[src/rtl/axi_wr_ctrl_if.sv]
// Bundle of M1 write-path and per-slave AW/W/B handshake signals.
// slave modport is the controller's view; master is the environment's.
interface axi_wr_ctrl_if #(
   parameter int ADDR_BITS = 32,
   parameter int LEN_BITS  = 4
);
   logic [ADDR_BITS-1:0] M1_AWAddr;
   logic [LEN_BITS-1:0]  M1_AWLen;
   logic                 M1_AWValid;
   logic                 M1_AWReady;
   logic                 S0_AWValid;
   logic                 S1_AWValid;
   logic                 DS_AWValid;
   logic                 S0_AWReady;
   logic                 S1_AWReady;
   logic                 DS_AWReady;
   logic [2:0]           W_Sel;
   logic                 Rt_WReady;
   logic                 M1_WValid;
   logic                 M1_WLast;
   logic                 M1_WReady;
   logic                 S0_BValid;
   logic                 S1_BValid;
   logic                 DS_BValid;
   logic [1:0]           S0_BResp;
   logic [1:0]           S1_BResp;
   logic [1:0]           DS_BResp;
   logic                 S0_BReady;
   logic                 S1_BReady;
   logic                 DS_BReady;
   logic                 M1_BValid;
   logic [1:0]           M1_BResp;
   logic                 M1_BReady;

   modport slave (
      input  M1_AWAddr, M1_AWLen, M1_AWValid,
      input  S0_AWReady, S1_AWReady, DS_AWReady,
      input  Rt_WReady, M1_WValid, M1_WLast,
      input  S0_BValid, S1_BValid, DS_BValid,
      input  S0_BResp, S1_BResp, DS_BResp,
      input  M1_BReady,
      output M1_AWReady, S0_AWValid, S1_AWValid, DS_AWValid,
      output W_Sel, M1_WReady,
      output S0_BReady, S1_BReady, DS_BReady,
      output M1_BValid, M1_BResp
   );

   modport master (
      output M1_AWAddr, M1_AWLen, M1_AWValid,
      output S0_AWReady, S1_AWReady, DS_AWReady,
      output Rt_WReady, M1_WValid, M1_WLast,
      output S0_BValid, S1_BValid, DS_BValid,
      output S0_BResp, S1_BResp, DS_BResp,
      output M1_BReady,
      input  M1_AWReady, S0_AWValid, S1_AWValid, DS_AWValid,
      input  W_Sel, M1_WReady,
      input  S0_BReady, S1_BReady, DS_BReady,
      input  M1_BValid, M1_BResp
   );
endinterface

[src/rtl/axi_wr_ctrl.sv]
// Single-master AXI write sequencer: AW decode, W beat count, B return.
// One transaction in flight; slave select is held from AW to B.
module axi_wr_ctrl #(
   parameter int ADDR_BITS  = 32,
   parameter int LEN_BITS   = 4,
   parameter int REGION_LSB = 16,
   parameter logic [ADDR_BITS-1:0] S0_BASE = 32'h0000_0000,
   parameter logic [ADDR_BITS-1:0] S1_BASE = 32'h0001_0000
) (
   input logic         clk,
   input logic         rst,
   axi_wr_ctrl_if.slave bus
);

   localparam int HI = ADDR_BITS - 1;

   typedef enum logic [1:0] {IDLE, DATA, RESP} state_t;

   state_t              state, state_nxt;
   logic [2:0]          sel;
   logic [LEN_BITS-1:0] len;
   logic [LEN_BITS-1:0] beat_cnt;
   logic                len_err;

   logic [2:0] dec;
   logic [2:0] aw_rdy;
   logic [2:0] b_vld;
   logic [1:0] sel_resp;

   logic [2:0] aw_valid;
   logic       aw_ready;
   logic [2:0] w_sel;
   logic       w_ready;
   logic [2:0] b_ready;
   logic       b_valid;
   logic [1:0] b_resp;
   logic       aw_hs;
   logic       beat;
   logic       b_hs;

   assign aw_rdy = {bus.DS_AWReady, bus.S1_AWReady, bus.S0_AWReady};
   assign b_vld  = {bus.DS_BValid, bus.S1_BValid, bus.S0_BValid};

   // Address region decode; anything unmapped goes to the default slave.
   always_comb begin
      if (bus.M1_AWAddr[HI:REGION_LSB] == S0_BASE[HI:REGION_LSB])
         dec = 3'b001;
      else if (bus.M1_AWAddr[HI:REGION_LSB] == S1_BASE[HI:REGION_LSB])
         dec = 3'b010;
      else
         dec = 3'b100;
   end

   // Response of the latched slave.
   always_comb begin
      sel_resp = 2'b00;
      if (sel[0])
         sel_resp = bus.S0_BResp;
      else if (sel[1])
         sel_resp = bus.S1_BResp;
      else if (sel[2])
         sel_resp = bus.DS_BResp;
   end

   // Next-state and handshake routing; everything quiet while in reset.
   always_comb begin
      state_nxt = state;
      aw_valid  = 3'b000;
      aw_ready  = 1'b0;
      w_sel     = 3'b000;
      w_ready   = 1'b0;
      b_ready   = 3'b000;
      b_valid   = 1'b0;
      b_resp    = 2'b00;
      aw_hs     = 1'b0;
      beat      = 1'b0;
      b_hs      = 1'b0;
      if (!rst) begin
         unique case (state)
            IDLE: begin
               aw_valid = dec & {3{bus.M1_AWValid}};
               aw_ready = |(dec & aw_rdy);
               aw_hs    = bus.M1_AWValid & aw_ready;
               if (aw_hs)
                  state_nxt = DATA;
            end
            DATA: begin
               w_sel   = sel;
               w_ready = bus.Rt_WReady;
               beat    = bus.M1_WValid & bus.Rt_WReady;
               if (beat && beat_cnt == len)
                  state_nxt = RESP;
            end
            RESP: begin
               b_valid = |(sel & b_vld);
               b_ready = sel & {3{bus.M1_BReady}};
               b_resp  = len_err ? 2'b10 : sel_resp;
               b_hs    = b_valid & bus.M1_BReady;
               if (b_hs)
                  state_nxt = IDLE;
            end
            default: state_nxt = IDLE;
         endcase
      end
   end

   // State register.
   always_ff @(posedge clk or posedge rst) begin
      if (rst)
         state <= IDLE;
      else
         state <= state_nxt;
   end

   // Burst context: select, length, beat count and WLast mismatch flag.
   always_ff @(posedge clk or posedge rst) begin
      if (rst) begin
         sel      <= 3'b000;
         len      <= '0;
         beat_cnt <= '0;
         len_err  <= 1'b0;
      end else begin
         if (aw_hs) begin
            sel      <= dec;
            len      <= bus.M1_AWLen;
            beat_cnt <= '0;
            len_err  <= 1'b0;
         end
         if (beat) begin
            if (beat_cnt != len) begin
               beat_cnt <= beat_cnt + 1'b1;
               if (bus.M1_WLast)
                  len_err <= 1'b1;
            end else if (!bus.M1_WLast) begin
               len_err <= 1'b1;
            end
         end
         if (b_hs)
            sel <= 3'b000;
      end
   end

   assign bus.S0_AWValid = aw_valid[0];
   assign bus.S1_AWValid = aw_valid[1];
   assign bus.DS_AWValid = aw_valid[2];
   assign bus.M1_AWReady = aw_ready;
   assign bus.W_Sel      = w_sel;
   assign bus.M1_WReady  = w_ready;
   assign bus.S0_BReady  = b_ready[0];
   assign bus.S1_BReady  = b_ready[1];
   assign bus.DS_BReady  = b_ready[2];
   assign bus.M1_BValid  = b_valid;
   assign bus.M1_BResp   = b_resp;

endmodule

[src/flat_wrapper.sv]
// flat-port wrapper written by rule: the top's interface ports become plain ports
module axi_wr_ctrl_flat 
#(
   parameter int ADDR_BITS  = 32,
   parameter int LEN_BITS   = 4,
   parameter int REGION_LSB = 16,
   parameter logic [ADDR_BITS-1:0] S0_BASE = 32'h0000_0000,
   parameter logic [ADDR_BITS-1:0] S1_BASE = 32'h0001_0000
)
  (clk, rst, bus_M1_AWAddr, bus_M1_AWLen, bus_M1_AWValid, bus_S0_AWReady, bus_S1_AWReady, bus_DS_AWReady, bus_Rt_WReady, bus_M1_WValid, bus_M1_WLast, bus_S0_BValid, bus_S1_BValid, bus_DS_BValid, bus_S0_BResp, bus_S1_BResp, bus_DS_BResp, bus_M1_BReady, bus_M1_AWReady, bus_S0_AWValid, bus_S1_AWValid, bus_DS_AWValid, bus_W_Sel, bus_M1_WReady, bus_S0_BReady, bus_S1_BReady, bus_DS_BReady, bus_M1_BValid, bus_M1_BResp);
  axi_wr_ctrl_if #(.ADDR_BITS(ADDR_BITS), .LEN_BITS(LEN_BITS)) bus_i ();
  input logic clk;
  input logic rst;
  input wire logic [$bits(bus_i.M1_AWAddr)-1:0] bus_M1_AWAddr;
  input wire logic [$bits(bus_i.M1_AWLen)-1:0] bus_M1_AWLen;
  input wire logic [$bits(bus_i.M1_AWValid)-1:0] bus_M1_AWValid;
  input wire logic [$bits(bus_i.S0_AWReady)-1:0] bus_S0_AWReady;
  input wire logic [$bits(bus_i.S1_AWReady)-1:0] bus_S1_AWReady;
  input wire logic [$bits(bus_i.DS_AWReady)-1:0] bus_DS_AWReady;
  input wire logic [$bits(bus_i.Rt_WReady)-1:0] bus_Rt_WReady;
  input wire logic [$bits(bus_i.M1_WValid)-1:0] bus_M1_WValid;
  input wire logic [$bits(bus_i.M1_WLast)-1:0] bus_M1_WLast;
  input wire logic [$bits(bus_i.S0_BValid)-1:0] bus_S0_BValid;
  input wire logic [$bits(bus_i.S1_BValid)-1:0] bus_S1_BValid;
  input wire logic [$bits(bus_i.DS_BValid)-1:0] bus_DS_BValid;
  input wire logic [$bits(bus_i.S0_BResp)-1:0] bus_S0_BResp;
  input wire logic [$bits(bus_i.S1_BResp)-1:0] bus_S1_BResp;
  input wire logic [$bits(bus_i.DS_BResp)-1:0] bus_DS_BResp;
  input wire logic [$bits(bus_i.M1_BReady)-1:0] bus_M1_BReady;
  output wire logic [$bits(bus_i.M1_AWReady)-1:0] bus_M1_AWReady;
  output wire logic [$bits(bus_i.S0_AWValid)-1:0] bus_S0_AWValid;
  output wire logic [$bits(bus_i.S1_AWValid)-1:0] bus_S1_AWValid;
  output wire logic [$bits(bus_i.DS_AWValid)-1:0] bus_DS_AWValid;
  output wire logic [$bits(bus_i.W_Sel)-1:0] bus_W_Sel;
  output wire logic [$bits(bus_i.M1_WReady)-1:0] bus_M1_WReady;
  output wire logic [$bits(bus_i.S0_BReady)-1:0] bus_S0_BReady;
  output wire logic [$bits(bus_i.S1_BReady)-1:0] bus_S1_BReady;
  output wire logic [$bits(bus_i.DS_BReady)-1:0] bus_DS_BReady;
  output wire logic [$bits(bus_i.M1_BValid)-1:0] bus_M1_BValid;
  output wire logic [$bits(bus_i.M1_BResp)-1:0] bus_M1_BResp;
  assign bus_i.M1_AWAddr = bus_M1_AWAddr;
  assign bus_i.M1_AWLen = bus_M1_AWLen;
  assign bus_i.M1_AWValid = bus_M1_AWValid;
  assign bus_i.S0_AWReady = bus_S0_AWReady;
  assign bus_i.S1_AWReady = bus_S1_AWReady;
  assign bus_i.DS_AWReady = bus_DS_AWReady;
  assign bus_i.Rt_WReady = bus_Rt_WReady;
  assign bus_i.M1_WValid = bus_M1_WValid;
  assign bus_i.M1_WLast = bus_M1_WLast;
  assign bus_i.S0_BValid = bus_S0_BValid;
  assign bus_i.S1_BValid = bus_S1_BValid;
  assign bus_i.DS_BValid = bus_DS_BValid;
  assign bus_i.S0_BResp = bus_S0_BResp;
  assign bus_i.S1_BResp = bus_S1_BResp;
  assign bus_i.DS_BResp = bus_DS_BResp;
  assign bus_i.M1_BReady = bus_M1_BReady;
  assign bus_M1_AWReady = bus_i.M1_AWReady;
  assign bus_S0_AWValid = bus_i.S0_AWValid;
  assign bus_S1_AWValid = bus_i.S1_AWValid;
  assign bus_DS_AWValid = bus_i.DS_AWValid;
  assign bus_W_Sel = bus_i.W_Sel;
  assign bus_M1_WReady = bus_i.M1_WReady;
  assign bus_S0_BReady = bus_i.S0_BReady;
  assign bus_S1_BReady = bus_i.S1_BReady;
  assign bus_DS_BReady = bus_i.DS_BReady;
  assign bus_M1_BValid = bus_i.M1_BValid;
  assign bus_M1_BResp = bus_i.M1_BResp;
  axi_wr_ctrl #(.ADDR_BITS(ADDR_BITS), .LEN_BITS(LEN_BITS), .REGION_LSB(REGION_LSB), .S0_BASE(S0_BASE), .S1_BASE(S1_BASE)) u_core (.clk(clk), .rst(rst), .bus(bus_i));
endmodule
[config.mk]
export PLATFORM = sky130hd
export DESIGN_NAME = axi_wr_ctrl_flat
export DESIGN_NICKNAME = d
export VERILOG_FILES = /design/src/rtl/axi_wr_ctrl_if.sv /design/src/rtl/axi_wr_ctrl.sv /design/src/flat_wrapper.sv
export SDC_FILE = /design/constraint.sdc
export NUM_CORES = 1
export LEC_CHECK = 0
export ABC_AREA = 1
export CAP_MARGIN = 40
export CORE_ASPECT_RATIO = 0.75
export CORE_UTILIZATION = 31
export CTS_BUF_LIST = sky130_fd_sc_hd__clkbuf_8 sky130_fd_sc_hd__clkbuf_16
export DETAILED_ROUTE_END_ITERATION = 12
export GPL_TIMING_DRIVEN = 0
export PLACE_DENSITY = 0.72
export SYNTH_ARGS = -nofsm -noshare
export SYNTH_HDL_FRONTEND = slang
export SYNTH_SLANG_ARGS = --single-unit
export TNS_END_PERCENT = 10
[constraint.sdc]
create_clock -name clk -period 1.8 [get_ports clk]
set_input_delay 0.36 -clock clk [delete_from_list [all_inputs] [get_ports clk]]
set_output_delay 0.36 -clock clk [all_outputs]
set_load 0.005 [all_outputs]
==> metrics.csv <==
metric;value;unit
outcome;finished, violations left;
violated checks;negative setup slack;
Post-Syn Nets;202;
RSZ-0062 raised after global routing;true;
H-Tree Depth;1;
Final setup viols;3;
Clock Latency Late Sink;0.25;ns
Netlist Area Pre-Place;1010;µm²
Chip Height;51.5;µm
Post-CTS Hold Fix Bufs;0;
Port-buffer cells;51;
Pre-antenna DRT Iters;4;
Max Fclk;0.546;GHz
worst path cell trace;dlygate4sd2_1 -> nor2_2 -> nand3_1 -> nor2_2 -> nand3_2 -> nand2_2 -> inv_2 -> nand2_4 -> nand2_2 -> nor2_1 -> buf_2;
NumNets Final;263;
max-cap violations;0;
clk sink count;14;
diodes inserted;0;
Top Ports;69;
Required @ worst endpoint;1.44;ns
PwrDens;780;nW/µm²
Min Hold Slack;0.117;ns
first-pass GRT wire length;4280;µm
crit start category;input pin;
share of cells above drive strength 1;24.3;%
HP Class;input pin to asynchronous set/reset pin;
Commonest cells post-synth;nand2_1, nor2_1, nand3_1;
Core Footprint;3020;µm²
post-DP HPWL;2090;µm
worst-path fanout max;2;
Synth area leader;dfrtp_1;
total die area;3500;µm²
DRC violations left;0;
Placer Congestion;0.804;
remaining antenna violation count;0;
post-route insts no fill;244;
ys async rst share;100;%
Setup Crit Path Kind;input pin to output port;
Root Driver;clkbuf_8;
Synth cell types;21;
vias;1146;
Cells after DPL;235;
Primary FF master, synth;dfrtp_1;
fin crit period;1.83;ns
CP max-delay cell;dlygate4sd2_1;
Syn Inst Count;146;
setup slack after layout;-0.0328;ns
Total Routing Usage GR;16.9;%
Critical path buffers and inverters;3;
most numerous cell in the Yosys netlist;nand2_1;
CP endpoint kind;output port;
post-synth top area share;34.7;%
Critical Path Max Stage Delay;0.24;ns
Seq cells post-synth;14;
DR vias/cell;4.70;
CP top delay family;simple AND/OR/NAND/NOR gates;
clk slew on worst S/H paths;0.06;ns
Final Max Tran Viols;0;
vias in the first global route;1045;
Iter 0 DRT Violations;31;
routed wire length;2670;µm
largest net degree at the start of global routing;18;
CTS Buffer Depth;2;
proportion of synthesized chip area in sequential cells;34.7;%
Final period util;102;%
Die W;67.9;µm
Final Skew;0.00156;ns
Slew @ Worst Pin;0.249;ns
Leak Pwr;0.936;nW
initial antenna violation count;0;
Arr. time, crit path;1.47;ns
total gr overflow;0;
top post-synthesis cells by area;dfrtp_1, nand2_1, nand3_1, nor2_1, nand3_2;
Num CTS Buffers;3;
Cell Rows;17;
wire length per cell;11.0;µm
Initial Util;33.5;%
dpl ws;-0.647;ns
Hold Vio Cnt, Final;0;
Post-synth EDFFs;0;
Area Overhead vs Synth;69.9;%
CTS tree;done;
Peak supply drop;267;µV
Ys Warns;0;
Synth Area per Inst;6.92;µm²
Slew headroom;83.3;%
## worst paths after layout
check                             startpoint               to  slack, ns  cells after the start
min in group clk               u_core.len[1]    u_core.len[1]       0.49                      2
hold reg to reg                u_core.len[1]    u_core.len[1]       0.49                      2
setup reg to reg             u_core.state[1]    u_core.sel[2]       0.36                      8
hold / removal                           rst    u_core.len[2]       0.12                      2
max in group asynchronous                rst  u_core.state[0]       1.49                      2
setup / recovery           bus_M1_AWAddr[18]   bus_M1_AWReady      -0.03                     11
## cells by family (layout without fill, tap and decap cells)
logic type / count (synthesis) / in the layout / synth area share [%]
buf+inv: 15 / 75 / 6.81
simple gates: 101 / 101 / 46.7
xor+xnor: 7 / 7 / 6.06
fa+ha+maj: 1 / 1 / 1.24
compound gates: 8 / 8 / 4.58
flops: 14 / 14 / 34.7
## where the power goes
part           internal [W]  leakage (nW)  switching [W]
logic              0.000256         0.725       0.000262
registers          0.000410         0.182       0.000108
clock network      0.000194        0.0288       0.000111
## flip-flops by register name (all words and copies together) (netlist names)
register,cells
u_core.beat_cnt,4
u_core.len,4
u_core.sel,3
u_core.state,2
u_core.len_err,1
## timing repair
item / CTS / global route
resized for setup: 44 / 27
setup endpoints to repair: 14 / 12
setup buffers: 1 / 4
pin swaps: 21 / 15
## cell type report
class	count	area (µm²)
plain buffers	2	20.0
repair buffers	56	528
fillers	300	1300
well taps	38	47.5
clock buffers	4	55.1
inverters	13	51.3
multi-input cells	117	663
flip-flops and latches	14	353
## metal layers
metal  vias to the layer above  GRT usage [%]  wire, µm
li1                        593              -         -
met1                       502           21.0      1210
met2                        46           27.5      1220
met3                         5           2.68       184
met4                         0           9.38        63
met5                         -              0         0
## layout by cell type (no fill, tap or decap), drive strengths merged, types with 6 or more instances in the layout
master         netlist  final
nand2               48     48
nor2                23     23
nand3               23     23
clkdlybuf4s50        0     20
dlygate4sd2          0     16
dfrtp               14     14
inv                 13     13
buf                  2      9
dlymetal6s2s         0      8
nor3                 7      7
xor2                 6      6
clkbuf               0      6
## per-stage QoR
step	utilization [%]	instance area, µm²	TNS, ns	total power (W)
after floorplan	-	1010	0	0.000780
after CTS	54.2	1640	-0.969	0.00129
after global placement	51.9	1570	-3.71	0.000961
final	56.9	1720	-0.0811	0.00134
after detailed placement	51.9	1570	-4.13	0.000981
after global routing	56.9	1720	-0.516	0.00145
Note: power is estimated with default switching activity, not from simulation.
